$ cat config.mk
export PLATFORM = sky130hd
export DESIGN_NAME = abofs_sequencer
export DESIGN_NICKNAME = d
export VERILOG_FILES = /design/src/rtl/abofs_sequencer.sv
export SDC_FILE = /design/constraint.sdc
export NUM_CORES = 1
export LEC_CHECK = 0
export ABC_CLOCK_PERIOD_IN_PS = 3900
export CORE_MARGIN = 2
export CORE_UTILIZATION = 25
export CTS_CLUSTER_SIZE = 24
export DETAILED_ROUTE_END_ITERATION = 6
export PLACE_DENSITY = 0.45
export SLEW_MARGIN = 25
export SYNTH_ARGS = -nofsm -noshare
export SYNTH_HDL_FRONTEND = slang
export SYNTH_SLANG_ARGS = --single-unit
$ cat constraint.sdc
create_clock -name i_clk -period 3.9 [get_ports i_clk]
set_input_delay 0.585 -clock i_clk [delete_from_list [all_inputs] [get_ports i_clk]]
set_output_delay 0.585 -clock i_clk [all_outputs]
set_load 0.005 [all_outputs]
$ cat src/rtl/abofs_sequencer.sv
// Expands one accepted block offset into a stream of alpha-offset tuples by
// stepping a per-dimension odometer (dim VDIM-1 innermost), with rdy/ack on both sides.
module abofs_sequencer #(
  parameter  int WBW     = 8,
  parameter  int VDIM    = 2,
  parameter  int N_ICFG  = 4,
  localparam int ICFG_BW = $clog2(N_ICFG + 1)
) (
  input  logic                          i_clk,
  input  logic                          i_rst,
  input  logic                          i_bofs_rdy,
  output logic                          i_bofs_ack,
  input  logic [VDIM-1:0][WBW-1:0]      i_bofs,
  input  logic [ICFG_BW-1:0]            i_beg,
  input  logic [ICFG_BW-1:0]            i_end,
  input  logic [VDIM-1:0][WBW-1:0]      i_alpha_end,
  input  logic [VDIM-1:0][WBW-1:0]      i_alpha_step,
  output logic                          o_abofs_rdy,
  input  logic                          o_abofs_ack,
  output logic [VDIM-1:0][WBW-1:0]      o_bofs,
  output logic [VDIM-1:0][WBW-1:0]      o_aofs,
  output logic [ICFG_BW-1:0]            o_beg,
  output logic [ICFG_BW-1:0]            o_end,
  output logic                          o_islast,
  output logic                          o_bdone
);

  typedef enum logic {S_IDLE, S_RUN} state_t;

  state_t                    state_q, state_d;
  logic [VDIM-1:0][WBW-1:0]  bofs_q, bofs_d;
  logic [VDIM-1:0][WBW-1:0]  aofs_q, aofs_d;
  logic [VDIM-1:0][WBW-1:0]  aend_q, aend_d;
  logic [VDIM-1:0][WBW-1:0]  astep_q, astep_d;
  logic [ICFG_BW-1:0]        beg_q, beg_d;
  logic [ICFG_BW-1:0]        end_q, end_d;
  logic                      bdone_q, bdone_d;

  logic [VDIM-1:0][WBW:0]    sum;
  logic [VDIM-1:0]           wrap;
  logic [VDIM-1:0][WBW-1:0]  aofs_nxt;
  logic                      carry;
  logic                      empty;
  logic                      islast;

  // Sums carry an extra bit so offsets close to 2^WBW cannot wrap past the bound.
  always_comb begin
    sum      = '0;
    wrap     = '0;
    aofs_nxt = aofs_q;
    carry    = 1'b1;
    empty    = 1'b0;
    for (int unsigned i = 0; i < VDIM; i++) begin
      sum[i]  = {1'b0, aofs_q[i]} + {1'b0, astep_q[i]};
      wrap[i] = (sum[i] >= {1'b0, aend_q[i]});
      if (i_alpha_end[i] == '0) empty = 1'b1;
    end
    for (int unsigned i = 0; i < VDIM; i++) begin
      if (carry) begin
        aofs_nxt[VDIM-1-i] = wrap[VDIM-1-i] ? '0 : sum[VDIM-1-i][WBW-1:0];
        carry              = wrap[VDIM-1-i];
      end
    end
    islast = (state_q == S_RUN) && (&wrap);
  end

  always_comb begin
    state_d    = state_q;
    bofs_d     = bofs_q;
    aofs_d     = aofs_q;
    aend_d     = aend_q;
    astep_d    = astep_q;
    beg_d      = beg_q;
    end_d      = end_q;
    bdone_d    = 1'b0;
    i_bofs_ack = 1'b0;
    case (state_q)
      S_IDLE: begin
        // Gated by reset so a request presented during reset is never acked and lost.
        i_bofs_ack = i_bofs_rdy && !i_rst;
        if (i_bofs_ack) begin
          bofs_d  = i_bofs;
          beg_d   = i_beg;
          end_d   = i_end;
          aend_d  = i_alpha_end;
          astep_d = i_alpha_step;
          aofs_d  = '0;
          if (empty) bdone_d = 1'b1;
          else       state_d = S_RUN;
        end
      end
      S_RUN: begin
        if (o_abofs_ack) begin
          aofs_d = aofs_nxt;
          if (islast) begin
            state_d = S_IDLE;
            bdone_d = 1'b1;
          end
        end
      end
      default: state_d = S_IDLE;
    endcase
  end

  always_ff @(posedge i_clk) begin
    if (i_rst) begin
      state_q <= S_IDLE;
      bofs_q  <= '0;
      aofs_q  <= '0;
      aend_q  <= '0;
      astep_q <= '0;
      beg_q   <= '0;
      end_q   <= '0;
      bdone_q <= 1'b0;
    end else begin
      state_q <= state_d;
      bofs_q  <= bofs_d;
      aofs_q  <= aofs_d;
      aend_q  <= aend_d;
      astep_q <= astep_d;
      beg_q   <= beg_d;
      end_q   <= end_d;
      bdone_q <= bdone_d;
    end
  end

  assign o_abofs_rdy = (state_q == S_RUN);
  assign o_bofs      = bofs_q;
  assign o_aofs      = aofs_q;
  assign o_beg       = beg_q;
  assign o_end       = end_q;
  assign o_islast    = islast;
  assign o_bdone     = bdone_q;

endmodule

==> out/results.txt <==
Worst reg2reg path depth: 13
First-pass GRT wire length: 17000 µm
Total Wirelength: 10600 µm
DIE AREA: 16200 µm²
Worst setup SP type: flip-flop
Final period utilization: 97.3%
Main synth FF type: dfxtp_1
Synth async-reset ratio: 0%
CP Class: flip-flop to primary output
Critical Path RT: 3310 ps
H-tree depth: 3
Area grow syn2layout: 43.1%
Final setup violation count: 0
Total of max-cap violations: 0
Max clock buf depth: 2
1st-iter DRT viols: 105
Die W: 127 µm
Sequential-to-total area share from yosys stat: 38.0%
Wirelength per Cell: 14.4 µm
Routed Antenna Nets: 0
Die Y: 127 µm
Vias in the first global route: 3343
Crit path launch: o_aofs[0]
Root buffer cell: clkbuf_16
Worst Hold Class: flip-flop to flip-flop
Core Util, Final: 36.1%
Upper clock frequency limit: 0.264 GHz
Post-route cell area: 5430 µm²
Yosys reg bits: 72
Synth area leader: dfxtp_1
Largest net degree at the start of global routing: 67
I/O pins: 100
Critical Path End: o_islast
Hold_buf cts: 0
# Post-CTS Setup Buffers: 0
Antenna diodes: 0
Flop2flop setup slack: 480 ps
Synth Warn #: 0
Starting density of the core: 25.3%
Number of port buffers: 99
Vias per inst: 4.65
Power per cell area: 385 nW/µm²
DR pass1 iterations: 4
Synth cell types: 62
Clock skew: 7.48 ps
Dpl cell area: 5090 µm²
Relative slew slack: 53.6%
Final nets: 636
Highest metal used: met4
Worst-path fanout max: 2
R2r startpoint: o_aofs[8]
Wire length on met3: 337 µm
Synth Net Count: 526
Cell Rows: 45
DRC: 0
RSZ-0062 raised after global routing: true
Clock-pin slew on the worst setup and hold paths: 60 ps
Setup crit end kind: primary output
Period minus WS final: 3790 ps
Worst-Margin Slew: 693 ps
Metal2 WL: 4740 µm
Number of flops mapped to enable cells by yosys: 0
Outcome: finished, final reports clean
CTS tree: built
Initial antenna violation count: 0
Final Hold Vio Count: 0
Metal-1 WL: 5290 µm
Dominant cells by area after synthesis: dfxtp_1, ha_1, nand2b_1, nand2_1, o21ai_0
Maximum VDD drop: 194 µV
Clock sinks: 72
Total number of vias: 3416
GRT overflow: 0
Routability Congestion: 0.836
CP arrival: 3210 ps
Syn Std Cell Area: 3800 µm²
Gate Count Post-Synth: 434
Clk Latency, worst-skew pair: 340 ps
Total track usage: 13.4%
Static leakage: 0.00212 µW
Average size of a mapped cell: 8.75 µm²
Max-slew violation count: 0
Synth top area share: 38.0%
CTS buffer count: 9
Share of layout cells above drive strength 1: 12.3%
Worst reg2reg endpoint: o_aofs[6]
Dpl hpwl: 7750 µm
Core ar.: 15000 µm²
## power by group
part           internal [µW]  leakage, µW  switching (µW)
combinational            242      0.00140             236
sequential               786     0.000591            27.9
clock                    502     0.000135             298
## flip-flops by register name (all words and copies together), names as in the netlist
signal / count
aend_q: 16
astep_q: 16
o_abofs_rdy: 1
o_aofs: 16
o_bdone: 1
o_beg: 3
o_bofs: 16
o_end: 3
## logic make-up (layout without fill, tap and decap cells)
family,Yosys count,after routing,share of synthesized area (%)
adder cells (fa/ha/maj),34,34,11.6
flip-flops,72,72,38.0
buffers and inverters,46,158,4.75
XOR/XNOR,5,5,1.15
AO/OA/AOI/OAI,127,127,24.4
multiplexers,1,1,0.264
AND/OR/NAND/NOR,149,149,19.9
## worst max-delay path, stage by stage, from the launching register on
cell and delay (ps):
dfxtp_2 330, ha_4 160, inv_2 50, fa_2 210, nor2b_2 50, o31a_1 250
o21a_1 180, or3_4 330, and2_4 170, ha_4 260, and3_4 180, o211ai_1 100
o221ai_2 200, o21ai_1 110, a21oi_2 160, buf_2 140
## through the flow
step                      instances  power (µW)  setup WS, ps  hold slack (ps)  setup TNS, ps
after floorplan                 434        1080           401              453              0
after global placement          721        1280         -44.3              460          -44.3
after detailed placement        721        1290         -30.9              467          -30.9
after CTS                       734        2120          24.4              477              0
after global routing            734        2200         -24.8              499          -24.8
final                           734        2090           105              470              0
## cell usage after synthesis, drive strengths merged, types with 2 or more instances
| master | count |
|---|---|
| nand4 | 2 |
| o21a | 4 |
| a211o | 2 |
| a22o | 7 |
| nor4 | 4 |
| o311ai | 3 |
| xor2 | 2 |
| clkbuf | 19 |
| and2 | 3 |
| o211ai | 4 |
| a21o | 3 |
| ha | 32 |
| nand2b | 41 |
| a31oi | 2 |
| o21ai | 49 |
| or3 | 4 |
| nor3b | 3 |
| nor3 | 2 |
| dfxtp | 72 |
| a211oi | 5 |
| fa | 2 |
| inv | 26 |
| o31ai | 16 |
| nor2 | 19 |
| nand2 | 63 |
| xnor2 | 3 |
| a32oi | 7 |
| and3 | 2 |
| nand3 | 2 |
| a21oi | 13 |
## cell type report
class	count	area [µm²]
Fill cell	1506	9600
Multi-Input combinational cell	316	2250
Sequential cell	72	1450
Timing Repair Buffer	119	1130
Clock buffer	12	246
Tap cell	188	235
Inverter	26	97.6
Clock inverter	1	30.0
## worst min-delay path by stage
| stage | start | to | slack (ps) | cells past startpoint |
|---|---|---|---|---|
| 6_report | o_beg[0] | o_beg[0] | 470 | 2 |
| 5_1_grt | o_bofs[11] | o_bofs[11] | 500 | 2 |
| 4_1_cts | o_beg[0] | o_beg[0] | 480 | 2 |
| 3_5_place_dp | o_beg[0] | o_beg[0] | 470 | 2 |
| 3_3_place_gp | o_bofs[12] | o_bofs[12] | 460 | 2 |
| 2_1_floorplan | astep_q[0] | astep_q[0] | 450 | 2 |
## layer usage
layer  GRT usage (%)  vias up
met1            17.9     1587
met3            2.51       15
met4            6.85        0
met5               0        -
met2            20.8       63
li1                -     1751
## cells in the final DEF (no fill, tap or decap), types with 4 or more instances in the layout
cell / instances
a21oi_1: 8
a21oi_2: 5
a22o_1: 7
a32oi_1: 7
buf_4: 20
clkbuf_16: 9
clkdlybuf4s50_1: 97
dfxtp_1: 69
ha_1: 29
inv_1: 25
nand2_1: 63
nand2b_1: 41
nor2_1: 19
nor4_1: 4
o21ai_0: 46
o31ai_1: 15
## timing repair
item                       CTS  global route
pin swaps                    5             5
resized for setup           11            13
setup endpoints to repair    1             1
No activity file was read; power rests on OpenSTA's default activity.
